$ cat src/rtl/fetch_sequencer.sv
// Fetch-stage sequencer: loads the program into instruction memory, then runs it
// continuously or one step at a time until the halt word is fetched.
// Optional macro CYCLE_COUNTER_EN enables the enabled-fetch cycle counter.
module fetch_sequencer #(
    parameter int             len       = 32,
    parameter int             IM_ADDR_W = 10,
    parameter logic [len-1:0] HALT_WORD = len'(32'hFFFFFFFF)
) (
    input  logic                 i_clk,
    input  logic                 i_rst,
    input  logic                 i_load_valid,
    input  logic [len-1:0]       i_load_data,
    output logic                 o_load_ready,
    input  logic                 i_start,
    input  logic                 i_step_mode,
    input  logic                 i_step,
    input  logic                 i_reload,
    input  logic                 i_stall,
    input  logic [len-1:0]       i_instruccion,
    output logic                 o_im_we,
    output logic [IM_ADDR_W-1:0] o_im_waddr,
    output logic [len-1:0]       o_im_wdata,
    output logic                 o_pc_en,
    output logic                 o_pc_clr,
    output logic                 o_halted,
    output logic [1:0]           o_state,
    output logic [31:0]          o_cycle_count
);

    typedef enum logic [2:0] {
        S_LOAD   = 3'd0,
        S_READY  = 3'd1,
        S_RUN    = 3'd2,
        S_STEP   = 3'd3,
        S_HALTED = 3'd4
    } state_t;

    localparam logic [IM_ADDR_W-1:0] PTR_MAX = '1;

    state_t               r_state;
    state_t               w_next;
    logic [IM_ADDR_W-1:0] r_ptr;
    logic                 r_pc_clr;
    logic                 r_halted;
    logic                 w_pc_en;
    logic                 w_load_ready;
    logic                 w_im_we;
    logic                 w_load_done;

    always_comb begin
        w_next       = r_state;
        w_pc_en      = 1'b0;
        w_load_ready = 1'b0;
        w_im_we      = 1'b0;
        unique case (r_state)
            S_LOAD: begin
                w_load_ready = 1'b1;
                w_im_we      = i_load_valid;
                if (i_load_valid && (i_load_data == HALT_WORD || r_ptr == PTR_MAX))
                    w_next = S_READY;
            end
            S_READY: begin
                if (i_start)
                    w_next = i_step_mode ? S_STEP : S_RUN;
            end
            S_RUN: begin
                if (!i_stall) begin
                    if (i_instruccion == HALT_WORD)
                        w_next = S_HALTED;
                    else
                        w_pc_en = 1'b1;
                end
            end
            S_STEP: begin
                // A step arriving under a stall is dropped rather than remembered.
                if (i_step && !i_stall) begin
                    if (i_instruccion == HALT_WORD)
                        w_next = S_HALTED;
                    else
                        w_pc_en = 1'b1;
                end
            end
            S_HALTED: begin
                if (i_reload)
                    w_next = S_LOAD;
            end
            default: w_next = S_LOAD;
        endcase
    end

    assign w_load_done = (r_state == S_LOAD) && (w_next == S_READY);

    always_ff @(posedge i_clk or posedge i_rst) begin
        if (i_rst) begin
            r_state  <= S_LOAD;
            r_ptr    <= '0;
            r_pc_clr <= 1'b0;
            r_halted <= 1'b0;
        end else begin
            r_state  <= w_next;
            r_pc_clr <= w_load_done;
            r_halted <= (w_next == S_HALTED);
            // Pointer saturates at the last word so a full memory is never overwritten.
            if (r_state == S_LOAD && i_load_valid && r_ptr != PTR_MAX)
                r_ptr <= r_ptr + 1'b1;
            else if (r_state == S_HALTED && i_reload)
                r_ptr <= '0;
        end
    end

`ifdef CYCLE_COUNTER_EN
    logic [31:0] r_cycle_count;

    always_ff @(posedge i_clk or posedge i_rst) begin
        if (i_rst)
            r_cycle_count <= '0;
        else if (w_load_done)
            r_cycle_count <= '0;
        else if (w_pc_en && r_cycle_count != 32'hFFFFFFFF)
            r_cycle_count <= r_cycle_count + 32'd1;
    end

    assign o_cycle_count = r_cycle_count;
`else
    assign o_cycle_count = 32'd0;
`endif

    // HALTED shares the READY encoding; o_halted tells them apart.
    always_comb begin
        unique case (r_state)
            S_LOAD:   o_state = 2'd0;
            S_READY:  o_state = 2'd1;
            S_RUN:    o_state = 2'd2;
            S_STEP:   o_state = 2'd3;
            S_HALTED: o_state = 2'd1;
            default:  o_state = 2'd0;
        endcase
    end

    assign o_load_ready = w_load_ready;
    assign o_im_we      = w_im_we;
    assign o_im_waddr   = r_ptr;
    assign o_im_wdata   = i_load_data;
    assign o_pc_en      = w_pc_en;
    assign o_pc_clr     = r_pc_clr;
    assign o_halted     = r_halted;

endmodule

$ cat config.mk
export PLATFORM = sky130hd
export DESIGN_NAME = fetch_sequencer
export DESIGN_NICKNAME = d
export VERILOG_FILES = /design/src/rtl/fetch_sequencer.sv
export SDC_FILE = /design/constraint.sdc
export NUM_CORES = 1
export LEC_CHECK = 0
export CORE_MARGIN = 2
export CORE_UTILIZATION = 31
export DETAILED_ROUTE_END_ITERATION = 10
export GPL_TIMING_DRIVEN = 0
export PLACE_DENSITY = 0.87
export SYNTH_ARGS = -nofsm -noshare
export SYNTH_HDL_FRONTEND = slang
export SYNTH_SLANG_ARGS = --single-unit
export TNS_END_PERCENT = 100
$ cat constraint.sdc
create_clock -name i_clk -period 5.05 [get_ports i_clk]
set_clock_uncertainty 0.15 [all_clocks]
set_input_delay 0.505 -clock i_clk [delete_from_list [all_inputs] [get_ports i_clk]]
set_output_delay 0.505 -clock i_clk [all_outputs]
set_load 0.05 [all_outputs]
**Yosys cells after proc, flatten, opt, wreduce, memory -nomap -nowiden**

Cells that the tools add are included.

- Div/mod/pow operators: 0
- Add/subtract/negate cells: 1
- Muxes and demuxes: 17
- Reduce and logical (&&, ||, !) cells: 11
- $lt $le $gt $ge: 0
- Shift-type cells: 0
- Eq/ne operators: 10
- $mul: 0
- Bitwise logic cells: 0

Operators with widths:

| operator | number |
|---|---|
| $eq A32 B32 Y1 const B | 2 |
| $mux W10 | 2 |
| $mux W3 | 6 |
| $pmux W3 S5 | 1 |
| $add A10 B1 Y10 const B | 1 |
| $eq A10 B10 Y1 const B | 1 |
| $ne A10 B10 Y1 const B | 1 |
| $eq A3 B1 Y1 const B | 2 |
| $eq A3 B2 Y1 const B | 2 |
| $eq A3 B3 Y1 const B | 2 |
| $logic_and A1 B1 Y1 | 6 |
| $mux W1 | 6 |
| $pmux W2 S3 | 1 |
| $logic_not A3 Y1 | 1 |
| $pmux W1 S2 | 1 |
| $reduce_bool A2 Y1 | 1 |
| $reduce_or A2 Y1 | 1 |
| $logic_not A1 Y1 | 1 |
| $logic_or A1 B1 Y1 | 1 |

- Latch bits: 0
- Word-level logic and storage cells: 43
- Bits in read-only memories: 0
- Memories: 0
- Input bits: 72
- RAM bits: 0
- Bits in registers: 15
- Output and inout port bits: 81

**Logic depth before layout (Yosys ltp)**

- Word-level depth: 7
- Depth in mapped cells: 8
- Depth with buffers taken out: 6

**Worst setup path before layout**

No wires, ideal clock.

- Path kind: register -> output
- Start point: register r_state[1]
- End point: output o_pc_en
- Buffers on the path: 0
- Slack: 2.237 ns
- Arrival time: 2.158 ns
- Data required time: 4.395 ns
- Cell stages (with the launch flop): 4
- Cell sequence: dfrtp_1 nor2b_1 nand2_1 nor2b_1

- Cells in the longest elaborated chain, start to end: 2
- Elaborated cells on any way between the ends: 3
- Classes of those cells: eq/ne (2); mux (1)

RTL lines:

| item | line | text |
|---|---|---|
| start, declared | 40 | `state_t r_state;` |
| start signal, assigned | 100 | `r_state <= w_next;` |
| $eq A3 B2 Y1 | 55 | `unique case (r_state)` |
| $pmux W1 S2 (*) | 55 |  |
| end, declared | 23 | `output logic o_pc_en,` |

Every way passes the cells marked *; elsewhere a longest branch is shown, timed or not.

**Worst setup path in the final report**

- Start point: input i_instruccion[15]
- End point: output o_pc_en

- Cells in the longest elaborated chain, start to end: 4
- Elaborated cells on any way between the ends: 5
- Classes of those cells: eq/ne (1); mux (4)

RTL lines:

| item | line | text |
|---|---|---|
| start, declared | 19 | `input logic [len-1:0] i_instruccion,` |
| $eq A32 B32 Y1 (*) | 68, 77 |  |
| $mux W1 (*) | 68, 77 |  |
| $mux W1, on equally long branches | 76, 67 |  |
| $pmux W1 S2 (*) | 55 |  |

Marks and branches as above.

==> flow_summary.json <==
{
  "placementRows": 24,
  "coreArea_um2": 4380,
  "grtUsageTotal": 0.172,
  "timing.max_slew.rel_slack": 0.623,
  "dp_hpwl_um": 4040,
  "min_period_over_period": 0.615,
  "initialDrtViolationCount": 69,
  "place_area_um2": 2810,
  "rsz0062_at_grt": "false",
  "critPathCaptureType": "primary output",
  "num-nets-final": 404,
  "buffer_ports.inserted": 120,
  "maximum_ir_drop_on_the_vdd_rail_v": 0.000143,
  "number_of_filler_cells_placed_in_the_layout": 371,
  "synth.mux.area_fraction": 0.0141,
  "multi_input_comb_area_um2": 648,
  "io-pin-count": 153,
  "route.detailed.drc": 0,
  "number_of_synthesized_flops_with_an_enable_pin": 0,
  "worst_setup_hold_path_clk_slew_ps": 60,
  "stdcell_area_um2": 2850,
  "n_antenna_cell": 0,
  "post_cts_buffers": 0,
  "mappedNetlistArea_um2": 1420,
  "ys_warn_count": 0,
  "finalSetupViolations": 0,
  "routed_wirelength_um": 4570,
  "timing.hold.worst.class": "reg2reg",
  "most-common-layout-cells": "clkdlybuf4s50_1, buf_4, conb_1",
  "die_area_um2": 5150,
  "clk_root_buffer_cell": "clkbuf_8",
  "dr.pass1.iters": 4,
  "cts_buffer_depth": 2,
  "clock_latency_ps": 250,
  "seq_area_um2": 375,
  "grt_pass1_vias": 1583,
  "seq_area_frac_synth": 0.264,
  "dieHeight_um": 71.7,
  "worst-endpoint-arrival_ps": 2450,
  "synth.avg_cell_area_um2": 8.13,
  "average_vias_per_placed_instance": 4.35,
  "post_cts_hold_buffer_count": 0,
  "maxCapViolations": 0,
  "detail-route-antenna-nets": 0,
  "critical_path.startpoint_type": "input pin",
  "status": "completed",
  "final-instance-count-excl-fill": 382,
  "yosys.cell_types.count": 37,
  "final-max-slew-violation-count": 0,
  "synth_cells": 175,
  "htree_num_levels": 1,
  "mostFrequentLayoutCell": "clkdlybuf4s50_1",
  "final-hold-violation-count": 0,
  "vias": 1663,
  "dp.cells": 378,
  "numCtsBuffers": 3,
  "worst-endpoint-required_ps": 4390,
  "grt_start_max_net_pins": 16,
  "grt_antenna_before_repair": 0,
  "ys_async_sr_fraction": 1.00,
  "initial_utilization": 0.324,
  "total_leakage_power_nw": 1.31,
  "final_core_utilization": 0.650,
  "power.density_nw_per_um2": 273,
  "layout-area-overhead-vs-synth_pct": 100,
  "route.detailed.wl_per_inst_um": 12.0,
  "synth-xor-area-share": 0.00616,
  "clk_sink_count": 15,
  "timing_worst_setup_path_type": "in2out",
  "main_combinational_cell_family_by_area_after_synthesis": "buffers and inverters",
  "synth-compound-area-share": 0.102,
  "post_synth_fa_ha_maj_area_fraction": 0.00880,
  "clock.fmax_ghz": 0.322,
  "critPathMaxFanout": 5,
  "first_pass_grt_wire_length_um": 7080,
  "setup-tns-final_ps": 0,
  "fp.dieW_um": 71.7,
  "finalCriticalPeriod_ps": 3100,
  "globalplace.congestion": 0.736,
  "clock_tree_from_tritoncts": "yes",
  "worst_pin_slew_ps": 565,
  "yosys_register_bits": 15,
  "post_cts.resized_instances": 0,
  "grt_overflow_total": 0,
  "synthFlopType": "dfrtp_1",
  "synth_simple_gate_area_share": 0.240,
  "layout-drive-gt1-share": 0.224
}
[cell type report]
cell class | instances | share of cell area
plain buffers | 67 | 0.176
multi-input cells | 120 | 0.227
repair buffers | 120 | 0.421
inverters | 4 | 0.00527
flip-flops and latches | 15 | 0.132
well taps | 52 | 0.0228
clock buffers | 4 | 0.0158
[synthesized netlist by cell type (2+ instances only)]
master | n | share of area
nand4_1 | 17 | 0.075
o22ai_1 | 2 | 0.0088
o31ai_1 | 4 | 0.021
nand2_1 | 12 | 0.032
nor2b_1 | 2 | 0.0088
o21ai_0 | 2 | 0.0070
inv_1 | 4 | 0.011
a21oi_1 | 5 | 0.018
nor3_1 | 3 | 0.011
dfrtp_1 | 15 | 0.26
nor2_1 | 8 | 0.021
nand3_1 | 6 | 0.021
nor4_1 | 3 | 0.013
o21ai_1 | 5 | 0.018
mux2i_1 | 2 | 0.014
buf_4 | 64 | 0.34
[worst max-delay path, stage by stage]
cell,delay (ps)
clkdlybuf4s50_1,450
nand4_1,90
nor4_1,310
nand3_1,210
nor2b_1,190
clkdlybuf4s50_1,700
[cell families (layout without fill, tap and decap cells)]
| family | count (synthesis) | after routing |
|---|---|---|
| buffers and inverters | 71 | 195 |
| AND/OR/NAND/NOR | 61 | 61 |
| AO/OA/AOI/OAI | 23 | 23 |
| flip-flops | 15 | 15 |
| multiplexers | 2 | 2 |
| adder cells (fa/ha/maj) | 1 | 1 |
| other | 1 | 32 |
| XOR/XNOR | 1 | 1 |
[state kept, by name, summed over array words and instances (netlist names)]
name and count:
o_halted 1, o_im_waddr 10, o_pc_clr 1, r_state 3
[per-layer routing]
metal,wire length [µm],global-route usage,vias to the layer above
met2,2590,0.331,80
met3,375,0.0506,3
met1,1580,0.186,745
li1,-,-,835
met5,0,0,-
met4,24,0.0294,0
[metrics by stage]
stage	hold slack, ps	total power [W]	worst slack, ps
after global placement	343	0.000675	1950
after detailed placement	378	0.000683	1930
after floorplan	256	0.000510	2240
after global routing	416	0.000819	1800
after CTS	375	0.000782	1930
final	373	0.000779	1950
[report_power, final]
| part | total [W] | switching (W) | internal, W |
|---|---|---|---|
| Combinational | 0.000504 | 0.000306 | 0.000198 |
| Clock | 0.0000979 | 0.0000420 | 0.0000560 |
| Sequential | 0.000177 | 0.0000351 | 0.000142 |
| Total | 0.000779 | 0.000383 | 0.000396 |
[path summary, 6_finish.rpt]
check	from	end	cells after the start	slack (ps)
hold reg to reg	o_im_waddr[8]$_DFFE_PP0P_	o_im_waddr[8]$_DFFE_PP0P_	1	370
max in group asynchronous	i_rst	o_im_waddr[7]$_DFFE_PP0P_	2	3920
min in group asynchronous	i_rst	o_im_waddr[1]$_DFFE_PP0P_	2	460
setup reg to reg	r_state[0]$_DFF_PP0_	o_im_waddr[3]$_DFFE_PP0P_	7	2920
hold / removal	o_im_waddr[8]$_DFFE_PP0P_	o_im_waddr[8]$_DFFE_PP0P_	1	370
setup / recovery	i_instruccion[15]	o_pc_en	6	1950
Power figures use the tool's default switching activity.
